[src/rtl/i2c_cmd_arbiter.sv]
// ---------------------------------------------------------------------------
// i2c_cmd_arbiter
//
// Shares one I2C byte controller between NUM_REQ requesters (for example the
// clock-chip config loader and a status poller). Ownership is granted
// round-robin and stays locked for a whole START..STOP transaction. The
// owner's byte command is latched and held stable towards the byte controller
// until it acknowledges, and the response is routed back to the owner as a
// one-cycle done pulse. If the owner drops its request, or stays idle for
// TIMEOUT cycles, the arbiter releases the bus itself and issues a STOP when
// the bus was left open.
//
// Ports
//   clk_i, rst_i            clock, synchronous active-high reset
//   req_i[NUM_REQ]          per-requester level request
//   grant_o[NUM_REQ]        one-hot ownership
//   cmd_ready_o[NUM_REQ]    owner may present a command
//   cmd_valid_i[NUM_REQ]    one-cycle command strobe
//   cmd_start_i/stop_i/read_i/write_i/ack_in_i[NUM_REQ]  command fields
//   cmd_din_i[NUM_REQ*DATA_WIDTH]  write bytes, requester k at k*DATA_WIDTH
//   done_o[NUM_REQ]         one-cycle completion pulse to the owner
//   err_o                   arbitration lost, valid with done_o
//   rsp_dout_o, rsp_ack_o   read byte / slave ACK, valid with done_o
//   timeout_o               one-cycle pulse on watchdog revoke
//   start_o/stop_o/read_o/write_o/ack_in_o, din_o   to byte controller
//   cmd_ack_i, ack_out_i, al_i, dout_i              from byte controller
// ---------------------------------------------------------------------------
module i2c_cmd_arbiter #(
  parameter int NUM_REQ    = 2,
  parameter int DATA_WIDTH = 8,
  parameter int TIMEOUT    = 1024,
  parameter int GAP_CYCLES = 4
) (
  input  logic                          clk_i,
  input  logic                          rst_i,
  input  logic [NUM_REQ-1:0]            req_i,
  output logic [NUM_REQ-1:0]            grant_o,
  output logic [NUM_REQ-1:0]            cmd_ready_o,
  input  logic [NUM_REQ-1:0]            cmd_valid_i,
  input  logic [NUM_REQ-1:0]            cmd_start_i,
  input  logic [NUM_REQ-1:0]            cmd_stop_i,
  input  logic [NUM_REQ-1:0]            cmd_read_i,
  input  logic [NUM_REQ-1:0]            cmd_write_i,
  input  logic [NUM_REQ-1:0]            cmd_ack_in_i,
  input  logic [NUM_REQ*DATA_WIDTH-1:0] cmd_din_i,
  output logic [NUM_REQ-1:0]            done_o,
  output logic                          err_o,
  output logic [DATA_WIDTH-1:0]         rsp_dout_o,
  output logic                          rsp_ack_o,
  output logic                          timeout_o,
  output logic                          start_o,
  output logic                          stop_o,
  output logic                          read_o,
  output logic                          write_o,
  output logic                          ack_in_o,
  output logic [DATA_WIDTH-1:0]         din_o,
  input  logic                          cmd_ack_i,
  input  logic                          ack_out_i,
  input  logic                          al_i,
  input  logic [DATA_WIDTH-1:0]         dout_i
);

  localparam int PTR_W = (NUM_REQ > 1) ? $clog2(NUM_REQ) : 1;
  localparam int WD_W  = $clog2(TIMEOUT + 1);
  localparam int GAP_W = (GAP_CYCLES > 1) ? $clog2(GAP_CYCLES) : 1;

  typedef enum logic [2:0] {
    S_IDLE       = 3'd0,
    S_OWNED      = 3'd1,
    S_ISSUE      = 3'd2,
    S_FORCE_STOP = 3'd3,
    S_GAP        = 3'd4
  } state_t;

  state_t                  r_state;
  state_t                  w_state_nxt;

  logic [NUM_REQ-1:0]      r_grant;
  logic [PTR_W-1:0]        r_owner;
  logic [PTR_W-1:0]        r_rr_ptr;
  logic                    r_bus_open;
  logic [WD_W-1:0]         r_wdog;
  logic [GAP_W-1:0]        r_gap_cnt;
  // Requesters revoked by the watchdog stay masked until they drop req.
  logic [NUM_REQ-1:0]      r_blocked;

  logic                    r_start;
  logic                    r_stop;
  logic                    r_read;
  logic                    r_write;
  logic                    r_ack_in;
  logic [DATA_WIDTH-1:0]   r_din;

  logic [NUM_REQ-1:0]      r_done;
  logic                    r_err;
  logic [DATA_WIDTH-1:0]   r_rsp_dout;
  logic                    r_rsp_ack;
  logic                    r_timeout;

  // Arbitration
  logic [NUM_REQ-1:0]      w_elig;
  logic [2*NUM_REQ-1:0]    w_rot;
  logic                    w_found;
  logic [PTR_W-1:0]        w_winner;
  logic [PTR_W-1:0]        w_rr_nxt;
  logic [NUM_REQ-1:0]      w_win_onehot;

  // Owner's view of the request/command inputs
  logic                    w_own_req;
  logic                    w_own_valid;
  logic                    w_sel_start;
  logic                    w_sel_stop;
  logic                    w_sel_read;
  logic                    w_sel_write;
  logic                    w_sel_ack_in;
  logic [DATA_WIDTH-1:0]   w_sel_din;

  // FSM strobes
  logic                    w_wdog_expire;
  logic                    w_grant_take;
  logic                    w_cmd_accept;
  logic                    w_cmd_done;
  logic                    w_cmd_abort;
  logic                    w_release;
  logic                    w_timeout_fire;
  logic                    w_fs_done;

  // -------------------------------------------------------------------------
  // Round-robin pick: rotate the eligible vector so rr_ptr sits at bit 0,
  // then the first set bit is the winner's distance from rr_ptr.
  // -------------------------------------------------------------------------
  assign w_elig = req_i & ~r_blocked;
  assign w_rot  = {w_elig, w_elig} >> r_rr_ptr;

  always_comb begin
    w_found  = 1'b0;
    w_winner = '0;
    for (int i = 0; i < NUM_REQ; i++) begin
      if (!w_found && w_rot[i]) begin
        w_found  = 1'b1;
        w_winner = PTR_W'((int'(r_rr_ptr) + i) % NUM_REQ);
      end
    end
  end

  assign w_rr_nxt     = (w_winner == PTR_W'(NUM_REQ - 1)) ? '0 : w_winner + PTR_W'(1);
  assign w_win_onehot = NUM_REQ'(1) << w_winner;

  // Owner mux built as a compare loop so a non-power-of-two NUM_REQ never
  // indexes past the request vectors.
  always_comb begin
    w_own_req    = 1'b0;
    w_own_valid  = 1'b0;
    w_sel_start  = 1'b0;
    w_sel_stop   = 1'b0;
    w_sel_read   = 1'b0;
    w_sel_write  = 1'b0;
    w_sel_ack_in = 1'b0;
    w_sel_din    = '0;
    for (int k = 0; k < NUM_REQ; k++) begin
      if (r_owner == PTR_W'(k)) begin
        w_own_req    = req_i[k];
        w_own_valid  = cmd_valid_i[k];
        w_sel_start  = cmd_start_i[k];
        w_sel_stop   = cmd_stop_i[k];
        w_sel_read   = cmd_read_i[k];
        w_sel_write  = cmd_write_i[k];
        w_sel_ack_in = cmd_ack_in_i[k];
        w_sel_din    = cmd_din_i[k*DATA_WIDTH +: DATA_WIDTH];
      end
    end
  end

  // Counter value TIMEOUT-1 means this is the TIMEOUT-th idle owned cycle.
  assign w_wdog_expire = (r_wdog == WD_W'(TIMEOUT - 1));

  // -------------------------------------------------------------------------
  // Next-state logic
  // -------------------------------------------------------------------------
  always_comb begin
    w_state_nxt    = r_state;
    w_grant_take   = 1'b0;
    w_cmd_accept   = 1'b0;
    w_cmd_done     = 1'b0;
    w_cmd_abort    = 1'b0;
    w_release      = 1'b0;
    w_timeout_fire = 1'b0;
    w_fs_done      = 1'b0;
    case (r_state)
      S_IDLE: begin
        if (w_found) begin
          w_grant_take = 1'b1;
          w_state_nxt  = S_OWNED;
        end
      end
      S_OWNED: begin
        // A request drop wins over a same-cycle command; a command wins over
        // the watchdog because it counts as activity.
        if (!w_own_req) begin
          w_release   = 1'b1;
          w_state_nxt = r_bus_open ? S_FORCE_STOP : S_GAP;
        end else if (w_own_valid) begin
          w_cmd_accept = 1'b1;
          w_state_nxt  = S_ISSUE;
        end else if (w_wdog_expire) begin
          w_release      = 1'b1;
          w_timeout_fire = 1'b1;
          w_state_nxt    = r_bus_open ? S_FORCE_STOP : S_GAP;
        end
      end
      S_ISSUE: begin
        if (al_i) begin
          w_cmd_abort = 1'b1;
          w_state_nxt = S_OWNED;
        end else if (cmd_ack_i) begin
          w_cmd_done  = 1'b1;
          w_state_nxt = S_OWNED;
        end
      end
      S_FORCE_STOP: begin
        if (cmd_ack_i || al_i) begin
          w_fs_done   = 1'b1;
          w_state_nxt = S_GAP;
        end
      end
      S_GAP: begin
        if (r_gap_cnt == GAP_W'(GAP_CYCLES - 1)) begin
          w_state_nxt = S_IDLE;
        end
      end
      default: w_state_nxt = S_IDLE;
    endcase
  end

  // -------------------------------------------------------------------------
  // State and datapath registers
  // -------------------------------------------------------------------------
  always_ff @(posedge clk_i) begin
    if (rst_i) begin
      r_state    <= S_IDLE;
      r_grant    <= '0;
      r_owner    <= '0;
      r_rr_ptr   <= '0;
      r_bus_open <= 1'b0;
      r_wdog     <= '0;
      r_gap_cnt  <= '0;
      r_blocked  <= '0;
      r_start    <= 1'b0;
      r_stop     <= 1'b0;
      r_read     <= 1'b0;
      r_write    <= 1'b0;
      r_ack_in   <= 1'b0;
      r_din      <= '0;
      r_done     <= '0;
      r_err      <= 1'b0;
      r_rsp_dout <= '0;
      r_rsp_ack  <= 1'b0;
      r_timeout  <= 1'b0;
    end else begin
      r_state   <= w_state_nxt;
      r_done    <= '0;
      r_err     <= 1'b0;
      r_timeout <= 1'b0;
      r_blocked <= (r_blocked & req_i) | (w_timeout_fire ? r_grant : '0);

      if (w_grant_take) begin
        r_grant  <= w_win_onehot;
        r_owner  <= w_winner;
        r_rr_ptr <= w_rr_nxt;
        r_wdog   <= '0;
      end

      if (r_state == S_OWNED) begin
        r_wdog <= w_cmd_accept ? '0 : r_wdog + WD_W'(1);
      end

      if (w_cmd_accept) begin
        r_start  <= w_sel_start;
        r_stop   <= w_sel_stop;
        r_read   <= w_sel_read;
        r_write  <= w_sel_write;
        r_ack_in <= w_sel_ack_in;
        r_din    <= w_sel_din;
      end

      if (w_cmd_done || w_cmd_abort) begin
        r_start    <= 1'b0;
        r_stop     <= 1'b0;
        r_read     <= 1'b0;
        r_write    <= 1'b0;
        r_ack_in   <= 1'b0;
        r_din      <= '0;
        r_done     <= r_grant;
        r_err      <= w_cmd_abort;
        r_rsp_dout <= dout_i;
        r_rsp_ack  <= ack_out_i;
        r_wdog     <= '0;
        // A lost arbitration leaves the bus closed; otherwise STOP wins over
        // START when a command carries both.
        if (w_cmd_abort || r_stop) begin
          r_bus_open <= 1'b0;
        end else if (r_start) begin
          r_bus_open <= 1'b1;
        end
      end

      if (w_release) begin
        r_grant   <= '0;
        r_gap_cnt <= '0;
        if (w_timeout_fire) begin
          r_timeout <= 1'b1;
        end
        if (r_bus_open) begin
          r_start  <= 1'b0;
          r_stop   <= 1'b1;
          r_read   <= 1'b0;
          r_write  <= 1'b0;
          r_ack_in <= 1'b1;
          r_din    <= '0;
        end
      end

      if (w_fs_done) begin
        r_stop     <= 1'b0;
        r_ack_in   <= 1'b0;
        r_bus_open <= 1'b0;
        r_gap_cnt  <= '0;
      end

      if (r_state == S_GAP) begin
        r_gap_cnt <= r_gap_cnt + GAP_W'(1);
      end
    end
  end

  // -------------------------------------------------------------------------
  // Outputs
  // -------------------------------------------------------------------------
  assign grant_o     = r_grant;
  assign cmd_ready_o = (r_state == S_OWNED) ? r_grant : '0;
  assign done_o      = r_done;
  assign err_o       = r_err;
  assign rsp_dout_o  = r_rsp_dout;
  assign rsp_ack_o   = r_rsp_ack;
  assign timeout_o   = r_timeout;
  assign start_o     = r_start;
  assign stop_o      = r_stop;
  assign read_o      = r_read;
  assign write_o     = r_write;
  assign ack_in_o    = r_ack_in;
  assign din_o       = r_din;

endmodule

[config.mk]
export PLATFORM = sky130hd
export DESIGN_NAME = i2c_cmd_arbiter
export DESIGN_NICKNAME = d
export VERILOG_FILES = /design/src/rtl/i2c_cmd_arbiter.sv
export SDC_FILE = /design/constraint.sdc
export NUM_CORES = 1
export LEC_CHECK = 0
export BUFFER_PORTS_ARGS = -buffer_cell sky130_fd_sc_hd__buf_2
export CAP_MARGIN = 5
export CORE_ASPECT_RATIO = 1.5
export CORE_UTILIZATION = 40
export CTS_CLUSTER_SIZE = 16
export DETAILED_ROUTE_END_ITERATION = 16
export GPL_ROUTABILITY_DRIVEN = 0
export GPL_TIMING_DRIVEN = 0
export MAX_ROUTING_LAYER = met4
export PLACE_DENSITY = 0.64
export SLEW_MARGIN = 20
export SYNTH_ARGS = -nofsm -noshare
export SYNTH_HDL_FRONTEND = slang
export SYNTH_SLANG_ARGS = --single-unit
[constraint.sdc]
create_clock -name clk_i -period 2.5 [get_ports clk_i]
set_clock_uncertainty 0.15 [all_clocks]
set_input_delay 0.25 -clock clk_i [delete_from_list [all_inputs] [get_ports clk_i]]
set_output_delay 0.25 -clock clk_i [all_outputs]
set_load 0.01 [all_outputs]
==> results.cfg, run 1 <==
[worst_setup_path]
worstPathCellList = buf_4 > nor3b_4 > nand3_1 > o31ai_1 > buf_4 > a211oi_1
cp_common_cell = buf_4
crit_buf_inv = 2
critPathRequiredTime_ns = 2.51
worstPathArrival_ns = 2.19
worst-path-max-fanout = 10
cpPeakStageDelay_ns = 0.44
setup.worst_path.class = reg -> reg
startpoint_type = flip-flop
critPathTopFamily = simple AND/OR/NAND/NOR gates
cp-end-kind = flip-flop
reg2reg_setup_slack_ns = 0.33
cp_slowest_cell = o31ai_1

[global_route]
grt_util_all_layers_pct = 20.07
grt_max_degree = 18
first_global_vias = 2152
grt_remaining_overflow = 0
grt_pass1_wl_um = 9798
antenna_found_initial = 0

[die]
die_w_um = 65.38
start_util_pct = 41.65
die_h_um = 97.06
dieArea_sq_mm = 0.006345
boundaryPins = 73
core_area_sq_mm = 0.005786
row_count = 34

[detailed_routing]
wire_per_inst_um = 14.09
ant_nets = 0
vias = 2242
route.met3.wl_um = 169
drt-initial-drc-count = 96
route.met2.wl_um = 2952
highest_layer = met4
dr.pass1.iters = 4
post_drt_via_cell_ratio = 5.376
route.detailed.drc = 0
met1Wirelength_um = 2614
wl_um = 5874

[sta]
final-setup-viol-count = 0
timing.setup.tns_ns = 0
hold_violations = 0
period_share_pct = 86.97
finalCriticalPeriod_ns = 2.174
tightestPinTransition_ns = 0.6959
fin_hold_ws_ns = 0.02126
maxSlewHeadroom_pct = 53.60
slew_violations = 0
setup_ws_ns = 0.3257
fmax_mhz = 459.9
rsz0062_at_grt = no

[cts]
cts-root-buf = clkbuf_8
postCtsHoldBufs = 0
ctsHtreeMaxLevel = 2
clock_path_buffers = 2
clock_sinks = 49
cts_setup_buffers = 0
clkLatencyLatePin_ns = 0.30
clkTransAtPathRegs_ns = 0.10
cts_resized = 0
numCtsBuffers = 5
cts_tree = built

[final_layout]
fin_util_pct = 51.08
layout.nets = 389
drive_gt1_share_pct = 31.30
fillerInstances = 604
final_cell_count_no_fill = 417
finalInstanceArea_sq_mm = 0.002955
n_antenna_cell = 0
areaGrowthSynthToFinish_pct = 22.64

[power]
combPwrFrac_pct = 37.1
p_total_mw = 2.230
p_clk_share_pct = 21.8
p_leak_nw = 1.284
powerDensity_mw_per_mm2 = 754.7
internal-power_mw = 1.422
pwr-share-seq_pct = 41.1
ir_worst_vdd_mv = 0.5506
swShare_pct = 36.26
p_sw_mw = 0.8087

[place]
io_buffers = 72
dpl.cell_count = 409
place_area_sq_mm = 0.002860
dp_hpwl_um = 4445
dp_slack_ns = 0.3708

[run]
drv_cap = 0

[synthesis]
syn_nets = 310
syn_area_sq_mm = 0.002410
dominantRegCellSynth = dfxtp_1
seq_area_frac_synth_pct = 40.71
syn_area_per_cell_sq_um = 9.094
synthArstFlopShare_pct = 0
synth_edf_count = 0
synthDistinctLibCells = 55
yosys_register_bits = 49
ys_warn_count = 0
synthesis.instances = 265

[status]
outcome = finished clean

[min_path]
hp-class = in -> reg
kinds of logic (layout without fill, tap and decap cells):
family,count (synthesis),after routing,share of synthesized area [%]
AO/OA/AOI/OAI,69,69,21.24
adder cells (fa/ha/maj),2,2,1.038
AND/OR/NAND/NOR,106,106,23.78
buffers and inverters,22,102,6.074
flip-flops,49,49,40.71
multiplexers,17,17,7.165
path summary, 6_finish.rpt:
| path | start | endpoint | cells past startpoint |
|---|---|---|---|
| min | dout_i[1] | rsp_dout_o[1] | 3 |
| max reg2reg | r_state[2] | din_o[4] | 6 |
| max | r_state[2] | din_o[4] | 6 |
| min reg2reg | rsp_dout_o[4] | rsp_dout_o[4] | 2 |
cells in the mapped netlist, types with 3 or more instances:
cell / instances / share of area (%)
a31oi_1: 3 / 0.78
a21o_1: 3 / 0.93
nor2_1: 24 / 3.7
a41oi_1: 4 / 1.5
inv_1: 4 / 0.62
mux2i_1: 15 / 6.2
a211oi_1: 11 / 3.4
clkbuf_1: 6 / 0.93
o21ai_0: 6 / 1.2
and2_1: 3 / 0.78
o211ai_1: 4 / 1.2
a21oi_1: 16 / 3.3
nand2_1: 31 / 4.8
dfxtp_1: 49 / 41
buf_6: 4 / 1.9
nor3_1: 4 / 0.83
a311oi_1: 4 / 1.5
nand3_1: 7 / 1.5
nand3b_1: 4 / 1.2
and3_1: 13 / 3.4
buf_4: 5 / 1.6
o32ai_1: 3 / 1.1
area by class of cell:
type	count	area, sq um	area share, %
Clock inverter	3	26.28	0.8891
Timing Repair Buffer	72	360.3	12.19
Tap cell	72	90.09	3.048
Clock buffer	5	68.82	2.329
Buffer	18	131.4	4.445
Multi-Input combinational cell	194	1282	43.40
Inverter	4	15.01	0.5080
Sequential cell	49	980.9	33.19
power groups by stage:
stage | sequential [mW] | clock (mW) | combinational (mW)
6_report | 0.916 | 0.487 | 0.828
5_1_grt | 0.925 | 0.535 | 0.917
4_1_cts | 0.915 | 0.505 | 0.833
3_5_place_dp | 0.934 | 0 | 0.829
3_3_place_gp | 0.931 | 0 | 0.822
2_1_floorplan | 0.946 | 0 | 0.579
registers in the layout, indices dropped and copies added (netlist names), 2 cells and up:
| name | count |
|---|---|
| din_o | 8 |
| done_o | 2 |
| grant_o | 2 |
| r_blocked | 2 |
| r_gap_cnt | 2 |
| r_state | 3 |
| r_wdog | 11 |
| rsp_dout_o | 8 |
layer usage:
layer  GRT usage (%)  vias up
met1           22.86     1044
met3           3.521        9
met2           33.70       52
li1                -     1137
met4           8.528        0
met5               -        -
layout by cell type (no fill, tap or decap), types with 5 or more instances in the layout:
| cell type | netlist | routed |
|---|---|---|
| a211oi_1 | 11 | 11 |
| a21oi_1 | 16 | 16 |
| and3_1 | 13 | 13 |
| buf_2 | 1 | 73 |
| buf_4 | 5 | 5 |
| clkbuf_1 | 6 | 6 |
| clkbuf_8 | 1 | 6 |
| dfxtp_1 | 49 | 49 |
| mux2i_1 | 15 | 15 |
| nand2_1 | 31 | 31 |
| nand3_1 | 7 | 7 |
| nor2_1 | 24 | 24 |
| o21ai_0 | 6 | 6 |
worst reg2reg max path, cell delays in order (launching register included):
cell and delay (ns):
dfxtp_1 0.31, buf_4 0.16, nor3b_4 0.34, nand3_1 0.32, o31ai_1 0.44, buf_4 0.25, a211oi_1 0.07
Power figures use the tool's default switching activity.
==> inputs of run 2 (changes only) <==
MAX_ROUTING_LAYER = not set   (was met4)
RECOVER_POWER = 50   (was not set)
==> run 2 against run 1 <==
Against the previous run:
- power down 0.88%
- critical path type unchanged
- die area unchanged
- final cell count unchanged
- maximum frequency up 0.91%
- critical path depth unchanged
- utilization down 0.67 points
- largest power group unchanged
- register-to-register slack better by 0.02 ns
- via count up 0.22%
- flip-flop and latch count unchanged
- clock power about the same
==> results.cfg, run 2 (synthesis results as in run 1) <==
[cts]
cts-root-buf = clkbuf_8
postCtsHoldBufs = 0
clock_path_buffers = 2
cts_tree = built
cts_resized = 0
cts_setup_buffers = 0
clock_sinks = 49
clkTransAtPathRegs_ns = 0.10
clkLatencyLatePin_ns = 0.31
numCtsBuffers = 5
ctsHtreeMaxLevel = 2

[global_route]
grt_remaining_overflow = 0
grt_util_all_layers_pct = 19.53
grt_pass1_wl_um = 9798
grt_max_degree = 18
antenna_found_initial = 0
first_global_vias = 2158

[worst_setup_path]
r2r_end = din_o[4]
startpoint_type = flip-flop
critPathRequiredTime_ns = 2.51
reg2reg_from = r_state[2]
worstPathArrival_ns = 2.17
setup.worst_path.class = reg -> reg
cp_common_cell = buf_4
cp_slowest_cell = o31ai_1
reg2reg_setup_slack_ns = 0.35
worstPathCellList = buf_4 > nor3b_4 > nand3_1 > o31ai_1 > buf_4 > a211oi_1
worst-path-max-fanout = 10
cp-end-kind = flip-flop
r2r_cells = 6
cpPeakStageDelay_ns = 0.44

[final_layout]
layout.nets = 389
largest_register_ff_count = 11
n_antenna_cell = 0
final_cell_mix = dfxtp_1, buf_2, clkbuf_1
top_register = r_wdog
drive_gt1_share_pct = 22.90
areaGrowthSynthToFinish_pct = 21.03
fillerInstances = 618
layout_commonest_cell = dfxtp_1

[sta]
rsz0062_at_grt = no
setup_ws_ns = 0.3453
tightestPinTransition_ns = 0.6926
timing.setup.tns_ns = 0
slew_violations = 0
hold_violations = 0
finalCriticalPeriod_ns = 2.155
maxSlewHeadroom_pct = 53.83
final-setup-viol-count = 0
fmax_mhz = 464.1
period_share_pct = 86.19

[die]
die_w_um = 65.38
dieArea_sq_mm = 0.006345
boundaryPins = 73
core_area_sq_mm = 0.005786
row_count = 34
die_h_um = 97.06
start_util_pct = 41.65

[place]
dp_slack_ns = 0.3708
dp_hpwl_um = 4445
io_buffers = 72

[power]
powerDensity_mw_per_mm2 = 758.0
p_leak_nw = 1.159
p_total_mw = 2.211
ir_worst_vdd_mv = 0.5462

[detailed_routing]
vias = 2247
wl_um = 5860
dr.pass1.iters = 4
wire_per_inst_um = 14.05
ant_nets = 0
drt-initial-drc-count = 90
post_drt_via_cell_ratio = 5.388
route.detailed.drc = 0

[min_path]
min-delay-start = dout_i[0]
holdPathEnd = rsp_dout_o[0]
hp-class = in -> reg
whs_path_depth = 3

[status]
outcome = finished clean

[run]
drv_cap = 0
-- run 2: cell types whose count changed in the layout (fill, tap and decap cells not counted) --
cell      delta
buf_2       -28
buf_4        -1
clkbuf_1    +29
-- run 2: layout make-up --
type                       instances  area [sq um]  share of cell area [%]
buffer                            18         127.6                   4.376
clock buffer                       5         68.82                   2.360
clock inverter                     3         26.28                  0.9009
inverter                           4         15.01                  0.5148
multi-input combinational        194          1282                   43.97
sequential                        49         980.9                   33.63
tap                               72         90.09                   3.089
timing repair buffer              72         325.3                   11.15
-- run 2: worst max path at each step --
stage               start    endpoint  slack, ns
3_3_place_gp   r_state[2]    din_o[1]       0.36
3_5_place_dp   r_state[2]    din_o[4]       0.37
6_report       r_state[2]    din_o[4]       0.35
2_1_floorplan   r_wdog[0]  r_state[1]       0.70
4_1_cts        r_state[2]    din_o[4]       0.34
5_1_grt        r_state[2]    din_o[4]       0.18
-- run 2: report_power, final --
group          switching [mW]  leakage (nW)  internal, mW
sequential             0.0530         0.397         0.863
clock                   0.284        0.0487         0.204
combinational           0.471         0.713         0.336
total                   0.808          1.16          1.40
-- run 2: worst max-delay path: cells and delay by family, from the launching register on --
family	cells	cell delay (ns)
flip-flops	1	0.31
AO/OA/AOI/OAI	2	0.51
AND/OR/NAND/NOR	2	0.64
buffers and inverters	2	0.40
-- run 2: stage by stage --
stage / area, sq um / instances / util (%) / hold slack [ns]
4_1_cts: 2955 / 417 / 51.08 / 0.008871
5_1_grt: 2917 / 417 / 50.41 / 0.01481
3_5_place_dp: 2860 / 409 / 49.44 / 0.2950
3_3_place_gp: 2860 / 409 / 49.44 / 0.2903
2_1_floorplan: 2410 / 265 / - / 0.2325
6_report: 2917 / 417 / 50.41 / 0.02025
-- run 2: routing by layer --
| layer | global-route usage (%) | vias up | wire, um |
|---|---|---|---|
| li1 | - | 1139 | - |
| met1 | 22.42 | 1044 | 2522 |
| met5 | 0 | - | 0 |
| met3 | 4.225 | 9 | 224 |
| met2 | 33.70 | 55 | 2976 |
| met4 | 8.528 | 0 | 137 |
==> inputs of run 3 (changes only) <==
CORE_ASPECT_RATIO = 1.25   (was 1.5)
==> run 3 against run 2 <==
Against the previous run:
- combinational power barely moved
- sequential share of layout area fell by 0.40 points
- clock power rose by 37%
- clock-buffer cell count did not move
- maximum frequency rose by 0.11%
- final cell count fell by 1.4%
- setup slack improved by 0.0024 ns
- register-to-register slack barely moved
- utilization rose by 0.32 points
- first-iteration DRC count fell by 33%
==> results.cfg, run 3 (synthesis results as in run 1) <==
[final_layout]
areaGrowthSynthToFinish_pct = 22.48
top_register = r_wdog
ff_latch_area_sq_um = 980.9
multiInputGateArea_sq_mm = 0.001282
drive_gt1_share_pct = 23.19
layout_commonest_cell = dfxtp_1
fillerInstances = 585
finalInstanceArea_sq_mm = 0.002952
fin_util_pct = 50.73
final_cell_count_no_fill = 411
layout.nets = 389
n_antenna_cell = 0
largest_register_ff_count = 11
final_cell_mix = dfxtp_1, buf_2, clkbuf_1

[detailed_routing]
wl_um = 5673
vias = 2245
route.detailed.drc = 0
drt-initial-drc-count = 60
ant_nets = 0
wire_per_inst_um = 13.80
dr.pass1.iters = 4
post_drt_via_cell_ratio = 5.462

[sta]
setup_ws_ns = 0.3477
maxSlewHeadroom_pct = 53.55
timing.setup.tns_ns = 0
final-setup-viol-count = 0
slew_violations = 0
period_share_pct = 86.09
hold_violations = 0
finalCriticalPeriod_ns = 2.152
fin_hold_ws_ns = 0.02208
tightestPinTransition_ns = 0.6968
fmax_mhz = 464.6
rsz0062_at_grt = no

[power]
ir_worst_vdd_mv = 0.4776
p_total_mw = 2.395
p_leak_nw = 1.182
powerDensity_mw_per_mm2 = 811.3

[place]
dp_hpwl_um = 4297
dpl.cell_count = 403
dp_slack_ns = 0.3812
io_buffers = 72
place_area_sq_mm = 0.002853

[die]
boundaryPins = 73
core_area_sq_mm = 0.005818
start_util_pct = 41.42
dieArea_sq_mm = 0.006341
row_count = 31
die_w_um = 71.43
die_h_um = 88.78

[cts]
cts-root-buf = clkbuf_8
cts_tree = built
clock_sinks = 49
postCtsHoldBufs = 0
ctsHtreeMaxLevel = 2
numCtsBuffers = 5
cts_setup_buffers = 0
cts_resized = 0
clock_path_buffers = 2
clkTransAtPathRegs_ns = 0.09
clkLatencyLatePin_ns = 0.30

[run]
drv_cap = 0

[min_path]
min-delay-start = dout_i[1]
hp-class = in -> reg

[worst_setup_path]
cp_slowest_cell = o31ai_1
critPathTopFamily = simple AND/OR/NAND/NOR gates
cpPeakStageDelay_ns = 0.43
setup.worst_path.class = reg -> reg
cp-startpoint = r_state[2]
crit_buf_inv = 2
startpoint_type = flip-flop
cp_common_cell = buf_4
worst-path-max-fanout = 10
cp-end-kind = flip-flop
reg2reg_from = r_state[2]
critPathRequiredTime_ns = 2.52
worstPathCellList = buf_4 > nor3b_4 > nand3_1 > o31ai_1 > buf_4 > a211oi_1
worstPathArrival_ns = 2.17

[global_route]
first_global_vias = 2052
grt_busiest_layer = met2
grtUsageMet2_pct = 34.89
grtUsageMet1_pct = 21.78
antenna_found_initial = 0
grt_util_all_layers_pct = 18.89
met3_usage_pct = 3.986
grt_pass1_wl_um = 9301
grt_remaining_overflow = 0
grt_max_degree = 16

[status]
outcome = finished clean
-- run 3: changes by cell type in the layout (fill, tap and decap cells not counted), sizes merged --
cell    before  now
clkinv       2    1
buf         53   54
clkbuf      42   41
bufinv       0    2
inv          5    4
-- run 3: worst min-delay path: stages --
cell and delay, ns:
buf_2 0.09, nand2_1 0.04, a21oi_1 0.05
-- run 3: where the power goes --
group | switching (mW) | leakage (nW) | internal (mW)
logic | 0.468 | 0.717 | 0.342
clock network | 0.270 | 0.0681 | 0.397
registers | 0.0539 | 0.397 | 0.863
-- run 3: worst paths after layout --
path	end	slack (ns)	cells past startpoint
worst max register to register	read_o	0.35	6
worst max-delay path	read_o	0.35	6
worst min register to register	rsp_dout_o[7]	0.31	2
worst min-delay path	rsp_dout_o[1]	0.02	3
-- run 3: routing by layer --
layer  vias to the layer above  routed length, um
met2                        53               2923
li1                       1144                  -
met5                         -                  0
met1                      1041               2484
met3                         7                211
met4                         0                 53
-- run 3: cell type report --
class | count | share of cell area [%]
multi-input combinational | 194 | 43.45
sequential | 49 | 33.23
timing repair buffer | 72 | 11.02
buffer | 18 | 4.451
tap | 66 | 2.798
clock buffer | 5 | 2.331
clock inverter | 3 | 2.204
inverter | 4 | 0.5087
